$ cat src/rtl/gimli_stream_out_arbiter.sv
// Two-source packet arbiter feeding a single-entry output register; a source keeps the
// grant until its last beat. Define GIMLI_OUT_ARB_FIXED_PRIORITY_EN for fixed priority (source 0 first).
module gimli_stream_out_arbiter #(
  parameter int unsigned DIN_WIDTH      = 128,
  parameter int unsigned DIN_SIZE_WIDTH = 4,
  localparam int unsigned SIZE_W        = DIN_SIZE_WIDTH + 1
) (
  input  logic                 clk,
  input  logic                 rstn,
  input  logic [DIN_WIDTH-1:0] s0_din,
  input  logic [SIZE_W-1:0]    s0_din_size,
  input  logic                 s0_din_last,
  input  logic                 s0_din_valid,
  output logic                 s0_din_ready,
  input  logic [DIN_WIDTH-1:0] s1_din,
  input  logic [SIZE_W-1:0]    s1_din_size,
  input  logic                 s1_din_last,
  input  logic                 s1_din_valid,
  output logic                 s1_din_ready,
  output logic [DIN_WIDTH-1:0] m_dout,
  output logic [SIZE_W-1:0]    m_dout_size,
  output logic                 m_dout_last,
  output logic                 m_dout_valid,
  input  logic                 m_dout_ready,
  output logic                 m_dout_src,
  output logic [1:0]           owner,
  output logic [7:0]           pkt_cnt0,
  output logic [7:0]           pkt_cnt1
);

  // Encoding doubles as the one-hot owner value.
  typedef enum logic [1:0] {
    IDLE  = 2'b00,
    LOCK0 = 2'b01,
    LOCK1 = 2'b10
  } state_t;

  state_t state, state_nxt;
  logic   accept_ok;
  logic   sel;
  logic   take;
  logic   sel_last;

`ifndef GIMLI_OUT_ARB_FIXED_PRIORITY_EN
  logic   ptr;
`endif

  // Grant, readies and next state; readies are forced low while reset is held.
  always_comb begin
    state_nxt    = state;
    sel          = 1'b0;
    s0_din_ready = 1'b0;
    s1_din_ready = 1'b0;
    accept_ok    = rstn & (~m_dout_valid | m_dout_ready);
    case (state)
      IDLE: begin
`ifdef GIMLI_OUT_ARB_FIXED_PRIORITY_EN
        sel = ~s0_din_valid;
`else
        sel = (s0_din_valid & s1_din_valid) ? ~ptr : ~s0_din_valid;
`endif
        s0_din_ready = accept_ok & ~sel & s0_din_valid;
        s1_din_ready = accept_ok &  sel & s1_din_valid;
      end
      LOCK0: begin
        sel          = 1'b0;
        s0_din_ready = accept_ok;
      end
      LOCK1: begin
        sel          = 1'b1;
        s1_din_ready = accept_ok;
      end
      default: state_nxt = IDLE;
    endcase
    take     = sel ? (s1_din_valid & s1_din_ready) : (s0_din_valid & s0_din_ready);
    sel_last = sel ? s1_din_last : s0_din_last;
    if (take) begin
      if (state == IDLE && !sel_last) begin
        state_nxt = sel ? LOCK1 : LOCK0;
      end else if (state != IDLE && sel_last) begin
        state_nxt = IDLE;
      end
    end
  end

  always_ff @(posedge clk or negedge rstn) begin
    if (!rstn) begin
      state <= IDLE;
    end else begin
      state <= state_nxt;
    end
  end

  assign owner = 2'(state);

  // Output register: a drain and a fresh load in the same cycle keep it full.
  always_ff @(posedge clk or negedge rstn) begin
    if (!rstn) begin
      m_dout_valid <= 1'b0;
      m_dout       <= '0;
      m_dout_size  <= '0;
      m_dout_last  <= 1'b0;
      m_dout_src   <= 1'b0;
    end else if (take) begin
      m_dout_valid <= 1'b1;
      m_dout       <= sel ? s1_din      : s0_din;
      m_dout_size  <= sel ? s1_din_size : s0_din_size;
      m_dout_last  <= sel_last;
      m_dout_src   <= sel;
    end else if (m_dout_ready) begin
      m_dout_valid <= 1'b0;
    end
  end

  // Packet counters and round-robin pointer advance on each accepted last beat.
  always_ff @(posedge clk or negedge rstn) begin
    if (!rstn) begin
      pkt_cnt0 <= 8'd0;
      pkt_cnt1 <= 8'd0;
    end else if (take && sel_last) begin
      if (sel) begin
        pkt_cnt1 <= pkt_cnt1 + 8'd1;
      end else begin
        pkt_cnt0 <= pkt_cnt0 + 8'd1;
      end
    end
  end

`ifndef GIMLI_OUT_ARB_FIXED_PRIORITY_EN
  always_ff @(posedge clk or negedge rstn) begin
    if (!rstn) begin
      ptr <= 1'b1;
    end else if (take && sel_last) begin
      ptr <= sel;
    end
  end
`endif

endmodule

$ cat config.mk
export PLATFORM = sky130hd
export DESIGN_NAME = gimli_stream_out_arbiter
export DESIGN_NICKNAME = d
export VERILOG_FILES = /design/src/rtl/gimli_stream_out_arbiter.sv
export SDC_FILE = /design/constraint.sdc
export NUM_CORES = 1
export LEC_CHECK = 0
export CORE_AREA = 2 2 169 171
export CTS_BUF_LIST = sky130_fd_sc_hd__clkbuf_4
export DETAILED_ROUTE_END_ITERATION = 12
export DIE_AREA = 0 0 171 173
export SLEW_MARGIN = 20
export SYNTH_ARGS = -nofsm -noshare
export SYNTH_HDL_FRONTEND = slang
export SYNTH_SLANG_ARGS = --single-unit
$ cat constraint.sdc
create_clock -name clk -period 2.8 [get_ports clk]
set_clock_uncertainty 0.2 [all_clocks]
set_input_delay 0.28 -clock clk [delete_from_list [all_inputs] [get_ports clk]]
set_output_delay 0.28 -clock clk [all_outputs]
set_load 0.01 [all_outputs]
### Yosys cells after proc, flatten, opt, wreduce, memory -nomap -nowiden

Cells that the tools add are included.

* flip-flop bits (word level): 155
* bits in latches: 0
* bits in writable memories: 0
* ROM bits: 0
* input port bits: 273
* output and inout port bits: 156
* word-level logic and storage cells: 52
* memories kept: 0

* $add $sub $neg: 2
* $mul: 0
* div/mod/pow operators: 0
* $lt $le $gt $ge: 0
* eq/ne operators: 2
* shifts and indexed selects: 0
* mux-type cells: 15
* bitwise gates (word level): 14
* reduce and logical (&&, ||, !) cells: 10

Operators by type and width (number)
* 128-bit 2-to-1 mux: 1
* 8-bit by 1-bit adder with 8-bit output, second input constant: 2
* 2-bit 2-to-1 mux: 5
* 1-bit AND: 8
* 1-bit one-hot mux with 2 select lines: 3
* 1-bit 2-to-1 mux: 5
* 5-bit 2-to-1 mux: 1
* 1-bit inverter: 5
* 2-bit AND reduction: 2
* 2-bit nonzero test: 2
* 1-bit logical AND: 3
* 3-bit OR reduction: 1
* 2-bit by 1-bit equality test with 1-bit output, second input constant: 1
* 2-bit equality test, second input constant: 1
* 2-bit zero test: 1
* 1-bit zero test: 1
* 1-bit bitwise OR: 1

### Depth between registers and ports, before layout

Gate-level depths: netlist (run 1).

* depth after elaboration: 10
* depth in mapped cells: 8
* depth with buffers taken out: 4

### Worst setup path after synthesis (run 1)

OpenSTA, ideal clock, no wires.

* kind: reg2reg
* from: register state[0] (netlist: owner[0])
* to: register pkt_cnt0[1]
* library setup time: 0.128 ns
* data arrival time: 1.531 ns
* data required time: 2.472 ns
* path slack: 0.941 ns
* stages on the path, launching flop included: 7
* path buffers: 2
* clock period less this slack: 1.859 ns
* cells stage by stage: dfrtp_1 -> buf_2 -> nor2b_1 -> o211a_1 -> buf_4 -> and3_1 -> mux2_1

* longest elaborated chain between the ends: 6
* elaborated cells between the ends (all ways): 13
* classes of those cells: eq/ne (2); mux (5); bitwise (3); reduce/logical (3)

Ends and longest elaborated chain
* start, declared: RTL line 38 `state_t state, state_nxt;`
* start signal, assigned: RTL line 90 `state <= state_nxt;`
* 2-bit by 1-bit equality test with 1-bit output, or another cell as far along: RTL line 55 `case (state)`
* 1-bit one-hot mux with 2 select lines: RTL line 55
* 1-bit AND: RTL line 75 `take = sel ? (s1_din_valid & s1_din_ready) : (s0_din_valid & s0_din_ready);`
* 1-bit 2-to-1 mux: RTL line 75
* 1-bit logical AND: RTL line 120 `end else if (take && sel_last) begin`
* 2-bit AND reduction (no source line) (*)
* end signal, assigned: RTL line 124 `pkt_cnt0 <= pkt_cnt0 + 8'd1;`
* end, declared: RTL line 27 `output logic [7:0] pkt_cnt0,`

Every way passes the cells marked *; elsewhere a longest branch is shown, timed or not.
A chain may end at the register's enable or synchronous reset.

### Worst setup path in the final report (run 1)

* from: input rstn
* to: output s1_din_ready

* longest elaborated chain between the ends: 4

Ends and longest elaborated chain
* start, declared: RTL line 9 `input logic rstn,`
* 1-bit AND (*): RTL line 54 `accept_ok = rstn & (~m_dout_valid | m_dout_ready);`
* 1-bit AND (2 in a row): RTL line 63 `s1_din_ready = accept_ok & sel & s1_din_valid;`
* 1-bit one-hot mux with 2 select lines (*): RTL line 55
* end, declared: RTL line 19 `output logic s1_din_ready,`

Marked as above.

==> flow_summary.toml, run 1 <==
[clock_tree]
htree_levels = 4
cts_tree = "built"
insertion_delay_ns = 0.53
cts_setup_buffers = 0
clkSlewWorstSetupHoldPaths_ns = 0.16
cts_sinks = 155
cts_buffers = 17
root_buffer = "clkbuf_4"
clk_path_buf_depth = 2

[timing]
fin_crit_ns = 2.44
slew_headroom_pct = 54.5
worst_slew_pin_slew_ns = 0.683
setup_violations = 0
finalSetupTns_ns = 0
fin_crit_sh_pct = 87.3
finalHoldViolCount = 0
slew_viol_final = 0
fmax_mhz = 409
rsz0062_at_grt = "no"

[logic_synthesis]
synth_cell_types = 32
synth_common_cells = "274 x a21oi_1, 154 x dfrtp_1, 141 x nand2_1"
ys_seq_elements = 155
synth_area_leader_cell = "dfrtp_1"
synth.most_common_cell = "a21oi_1"
synthCells = 826
syn_area_per_cell_um2 = 8.55
ys.flop_type = "dfrtp_1"
netlist_area_um2 = 7060
synth_top_area_share_pct = 54.6
syn_nets = 1101
synthArstFlopShare_pct = 100
yosysWarnings = 0
synthTopCellsByArea = "dfrtp_1 55%, a21oi_1 19%, nand2_1 7.5%, nor2_1 7.2%, buf_2 3.3%"
synth_edf_count = 0
seq_area_frac_synth_pct = 54.9

[floorplan]
start_util_pct = 25.6
core_um2 = 27600
die_y_um = 173
dieArea_um2 = 29600
rows = 61
die_w_um = 171
io_pins = 429

[setup_path]
critical_path.max_stage_delay_ns = 0.57
path_class = "primary input to output port"
path_cells = "dlygate4sd3_1 -> buf_6 -> nand2_1 -> nor3_1 -> clkdlybuf4s50_1"
path_delay_family = "buffers and inverters"
worst_setup_path_start_kind = "primary input"
crit_path_end_kind = "output port"
crit_required_ns = 2.32
cp.arrival_ns = 1.96
crit_fanout = 8
cp_num_buf_inv = 3
slowest_stage = "dlygate4sd3_1"

[pwr]
power_leakage_uw = 0.00507
cellPowerDensity_nw_per_um2 = 947
ir_worst_vdd_uv = 502

[final_layout]
drive_gt1_share_pct = 5.23
nFillCells = 2745
final_util_pct = 45.0
nNetsFinal = 1544
area_growth_syn_to_layout_pct = 76.2

[grt]
grt_max_degree = 89
gr-usage-all-layers_pct = 18.5
grt_overflow = 0
grt_use_met1_pct = 21.7
antenna_found_initial = 1
grtUsageMet3_pct = 5.79
grt_pass1_vias = 7703
top_usage_layer = "met2"
grt_use_met2_pct = 31.7
grt_pass1_wl_um = 42900

[routing]
drt-vias-per-instance = 4.59
wl_per_cell_um = 16.9
wirelength_um = 28100
drc = 0
final_antenna_net_count = 0
first_pass_iters = 4
via_count = 7625
drtIter0Drc = 320

[worst_hold_path]
hold_path.class = "primary input to flip-flop"

[job]
cap_violations = 0

[place]
port_buffers = 428
dp_hpwl_um = 20100
place_congestion = 0.811

[status]
outcome = "finished clean"
cells in the final DEF (no fill, tap or decap), types with 2 or more instances in the layout:
master and instances:
clkdlybuf4s50_1 426, a21oi_1 274, dfrtp_1 154, nand2_1 141
nor2_1 136, dlygate4sd3_1 34, clkbuf_4 18, buf_4 14
buf_12 11, nand4_1 9, xnor2_1 8, xor2_1 6
and3_1 6, inv_6 4, clkinv_4 4, nor3_1 3
clkinvlp_4 3, nand2b_1 2, nor4_2 2, nand3_1 2
nor4_1 2, ha_1 2
tightest hold or removal path, stage by stage:
cell and delay, ns:
clkdlybuf4s50_1 0.40, nand2_1 0.06, a21oi_1 0.05
power breakdown:
group / internal (µW) / switching, µW
combinational: 3280 / 3240
clock: 380 / 931
sequential: 3280 / 682
total: 6930 / 4850
layer usage:
layer  share of wire [%]  routed length (µm)
met4                 2.5                 697
met2                  49               13600
met1                  40               11300
met3                 8.7                2440
met5                   0                   0
per-stage QoR:
stage / instances / hold WS, ns / total power, µW / area (µm²) / setup WS (ns)
3_5_place_dp: 1593 / -0.0229 / 10600 / 11800 / 0.361
2_1_floorplan: 826 / -0.216 / 6860 / 7060 / 0.941
6_report: 1661 / 0.0697 / 11800 / 12400 / 0.355
4_1_cts: 1660 / 0.0000496 / 12000 / 12400 / 0.0822
3_3_place_gp: 1593 / -0.0213 / 10500 / 11800 / 0.399
5_1_grt: 1661 / 0.00250 / 12700 / 12400 / 0.246
timing repair:
action	4_1_cts	5_1_grt
setup endpoints to repair	1	1
gates resized for setup	1	1
endpoints found under the hold margin	187	0
hold buffers	35	0
registers in the layout (all words and copies together), names as in the netlist:
name	count
m_dout_src	1
m_dout_size	5
owner	2
pkt_cnt1	8
m_dout_valid	1
ptr	1
pkt_cnt0	8
m_dout	128
m_dout_last	1
path summary, 6_finish.rpt:
path,startpoint,depth (start not counted),endpoint,slack (ns)
min reg2reg,pkt_cnt1[7],1,pkt_cnt1[7],0.29
min in group asynchronous,rstn,3,m_dout[64],0.10
max reg2reg,owner[0],4,pkt_cnt0[1],0.65
min,s0_din[101],3,m_dout[101],0.07
max in group asynchronous,rstn,3,m_dout[16],1.57
max,rstn,5,s1_din_ready,0.36
kinds of logic (layout without fill, tap and decap cells):
family | after synthesis | count (layout) | share of synthesized area (%)
xor gates and xnor gates | 14 | 14 | 1.74
and+or+nand+nor | 307 | 307 | 17.6
AOI/OAI and AO/OA | 282 | 282 | 20.4
DFF | 155 | 155 | 54.9
other | 0 | 1 | 0
buffers and inverters | 64 | 520 | 4.71
adders and majority gates | 2 | 2 | 0.354
muxes | 2 | 2 | 0.319
area by class of cell:
type / count / area (µm²) / share of cell area [%]
clock inverters: 14 / 113 / 0.905
repair buffers: 487 / 4950 / 39.8
clock buffers: 18 / 135 / 1.09
well taps: 378 / 473 / 3.80
diodes: 1 / 2.50 / 0.0201
flip-flops and latches: 155 / 3880 / 31.2
inverters: 1 / 3.75 / 0.0302
multi-input cells: 607 / 2880 / 23.2
Note: power is estimated with default switching activity, not from simulation.
==> run 2, diff against run 1 <==
Settings changed: ABC_AREA set to 1, CORE_AREA 2 2 169 171 to 2 2 165 167, DIE_AREA 0 0 171 173 to 0 0 167 169.
==> flow_summary.toml, run 2 <==
[routing]
drtIter0Drc = 367
drt-vias-per-instance = 4.62
wl_per_cell_um = 16.8
first_pass_iters = 6
final_antenna_net_count = 0
via_count = 7633
drc = 0
wirelength_um = 27700

[setup_path]
crit_top_cell = "nand2_1"
path_delay_family = "buffers and inverters"
critical_path.max_stage_delay_ns = 0.56
worst_setup_path_start_kind = "flip-flop"
cp.arrival_ns = 2.08
crit_fanout = 4
slowest_stage = "dfstp_2"
cp_num_buf_inv = 2
crit_required_ns = 2.32
crit_path_end_kind = "output port"
path_cells = "inv_1 -> nand2_1 -> nand2_2 -> nand2_4 -> nand2_1 -> nor2_1 -> clkdlybuf4s50_1"
path_class = "flip-flop to output port"

[logic_synthesis]
synth_top_area_share_pct = 50.7
synth_compound_area_share_pct = 22.2
synth.most_common_cell = "nor2_1"
synthTopCellsByArea = "dfrtp_1 51%, nor2_1 13%, o21a_1 13%, o21ai_1 4.8%, o21ai_0 4.1%"
yosysWarnings = 0
muxShareOfSynthArea_pct = 0
ys.flop_type = "dfrtp_1"
synth_edf_count = 0
syn_area_per_cell_um2 = 8.56
synth_cell_types = 26
synthArstFlopShare_pct = 100
synth_common_cells = "273 x nor2_1, 154 x dfrtp_1, 133 x o21a_1"
synth_adder_area_share_pct = 0.329
seq_area_frac_synth_pct = 51.1
ys_seq_elements = 155
synthSimpleGateAreaFrac_pct = 19.5
synthXorXnorAreaFrac_pct = 1.15
netlist_area_um2 = 7600
synth_area_leader_cell = "dfrtp_1"
synth_top_family_by_area = "compound AO/OA/AOI/OAI gates"
synthCells = 888
syn_nets = 1163

[pwr]
ir_worst_vdd_uv = 476
finalPower_uw = 11100
cellPowerDensity_nw_per_um2 = 892
power_leakage_uw = 0.00499

[floorplan]
die_w_um = 167
core_um2 = 26500
start_util_pct = 28.7
rows = 60
dieArea_um2 = 28200
die_y_um = 169
io_pins = 429

[timing]
slew_headroom_pct = 41.1
fin_crit_sh_pct = 91.3
fin_crit_ns = 2.56
setup_violations = 0
finalSetupTns_ns = 0
rsz0062_at_grt = "no"
slew_viol_final = 0
finalHoldViolCount = 0
worst_slew_pin_slew_ns = 0.884
fmax_mhz = 391

[clock_tree]
cts_buffers = 17
cts_tree = "built"
clk_path_buf_depth = 2
insertion_delay_ns = 0.54
cts_setup_buffers = 0
cts_sinks = 155
root_buffer = "clkbuf_4"
clkSlewWorstSetupHoldPaths_ns = 0.16
htree_levels = 4

[place]
port_buffers = 428
place_congestion = 0.834
dp_hpwl_um = 20300

[final_layout]
drive_gt1_share_pct = 5.19
regMostFlops = "m_dout"
final_cell_mix = "427 x clkdlybuf4s50_1, 273 x nor2_1, 154 x dfrtp_1"
nFillCells = 2611
area_growth_syn_to_layout_pct = 64.4
largest_reg_flops = 128
nNetsFinal = 1572
reg.largest.list = "m_dout: 128 flops, pkt_cnt0: 8 flops, pkt_cnt1: 8 flops"
layout_commonest_cell = "clkdlybuf4s50_1"

[grt]
gr-usage-all-layers_pct = 19.2
grt_pass1_vias = 7729
antenna_found_initial = 2
grt_pass1_wl_um = 42800
grt_overflow = 0
grt_max_degree = 68

[job]
cap_violations = 0

[status]
outcome = "finished clean"

[worst_hold_path]
hold_path.class = "primary input to flip-flop"
run 2: changes by cell type after synthesis, moves of 61 or more:
cell / previous run / this run
nand2_1: 141 / 59
o21ai_0: 1 / 62
o21a_1: 0 / 133
nor2_1: 136 / 273
o21ai_1: 0 / 73
a21oi_1: 274 / 1
run 2: per-stage QoR:
step / utilization (%) / instances / hold WS (ns) / setup WS [ns] / area (µm²)
2_1_floorplan: - / 888 / -0.216 / 1.04 / 7600
6_report: 47.1 / 1653 / 0.137 / 0.243 / 12500
3_5_place_dp: 46.2 / 1618 / 0.182 / 0.303 / 12200
5_1_grt: 47.1 / 1653 / 0.0936 / 0.0603 / 12500
4_1_cts: 47.1 / 1651 / 0.0621 / 0.144 / 12500
3_3_place_gp: 46.2 / 1618 / 0.189 / 0.339 / 12200
run 2: logic make-up after synthesis:
family	Yosys count
compound gates	270
xor+xnor	10
flops	155
simple gates	368
fa+ha+maj	2
buf+inv	83
run 2: worst reg2reg max path: stages, from the launching register on:
cell	delay, ns
dfstp_2	0.56
inv_1	0.05
nand2_1	0.06
nand2_2	0.08
nand2_4	0.09
nand4_1	0.22
nand2_8	0.39
buf_12	0.29
o21ai_0	0.13
o21a_1	0.12
run 2: timing repair:
action,in CTS,in global routing
hold buffers,1,0
hold endpoints to repair,32,0
resized for setup,0,0
run 2: path summary, 6_finish.rpt:
check | cells after the start | endpoint | from | slack, ns
min in group asynchronous | 3 | m_dout[89] | rstn | 0.18
max | 7 | s0_din_ready | ptr | 0.24
max reg2reg | 9 | m_dout[90] | ptr | 0.50
max in group asynchronous | 4 | pkt_cnt1[5] | rstn | 0.93
min reg2reg | 2 | ptr | ptr | 0.28
min | 2 | m_dout_valid | m_dout_ready | 0.14
run 2: metal layers:
metal / up-vias / track usage, % / wire length [µm]
met5: - / 0 / 0
met4: 0 / 6.41 / 552
met3: 27 / 4.82 / 2110
met2: 298 / 33.2 / 13600
met1: 3542 / 23.3 / 11500
li1: 3766 / - / -
run 2: final cells by class:
| type | instances | area, µm² | share of cell area, % |
|---|---|---|---|
| inverter | 21 | 81.3 | 0.651 |
| sequential | 155 | 3880 | 31.1 |
| multi-input combinational | 650 | 3300 | 26.4 |
| clock buffer | 18 | 135 | 1.08 |
| clock inverter | 14 | 111 | 0.891 |
| antenna | 2 | 5.00 | 0.0401 |
| timing repair buffer | 452 | 4560 | 36.5 |
| tap | 341 | 427 | 3.42 |
run 2: where the power goes:
| group | internal, µW | switching [µW] |
|---|---|---|
| Sequential | 3220 | 593 |
| Combinational | 3190 | 2850 |
| Clock | 379 | 918 |
| Total | 6790 | 4360 |
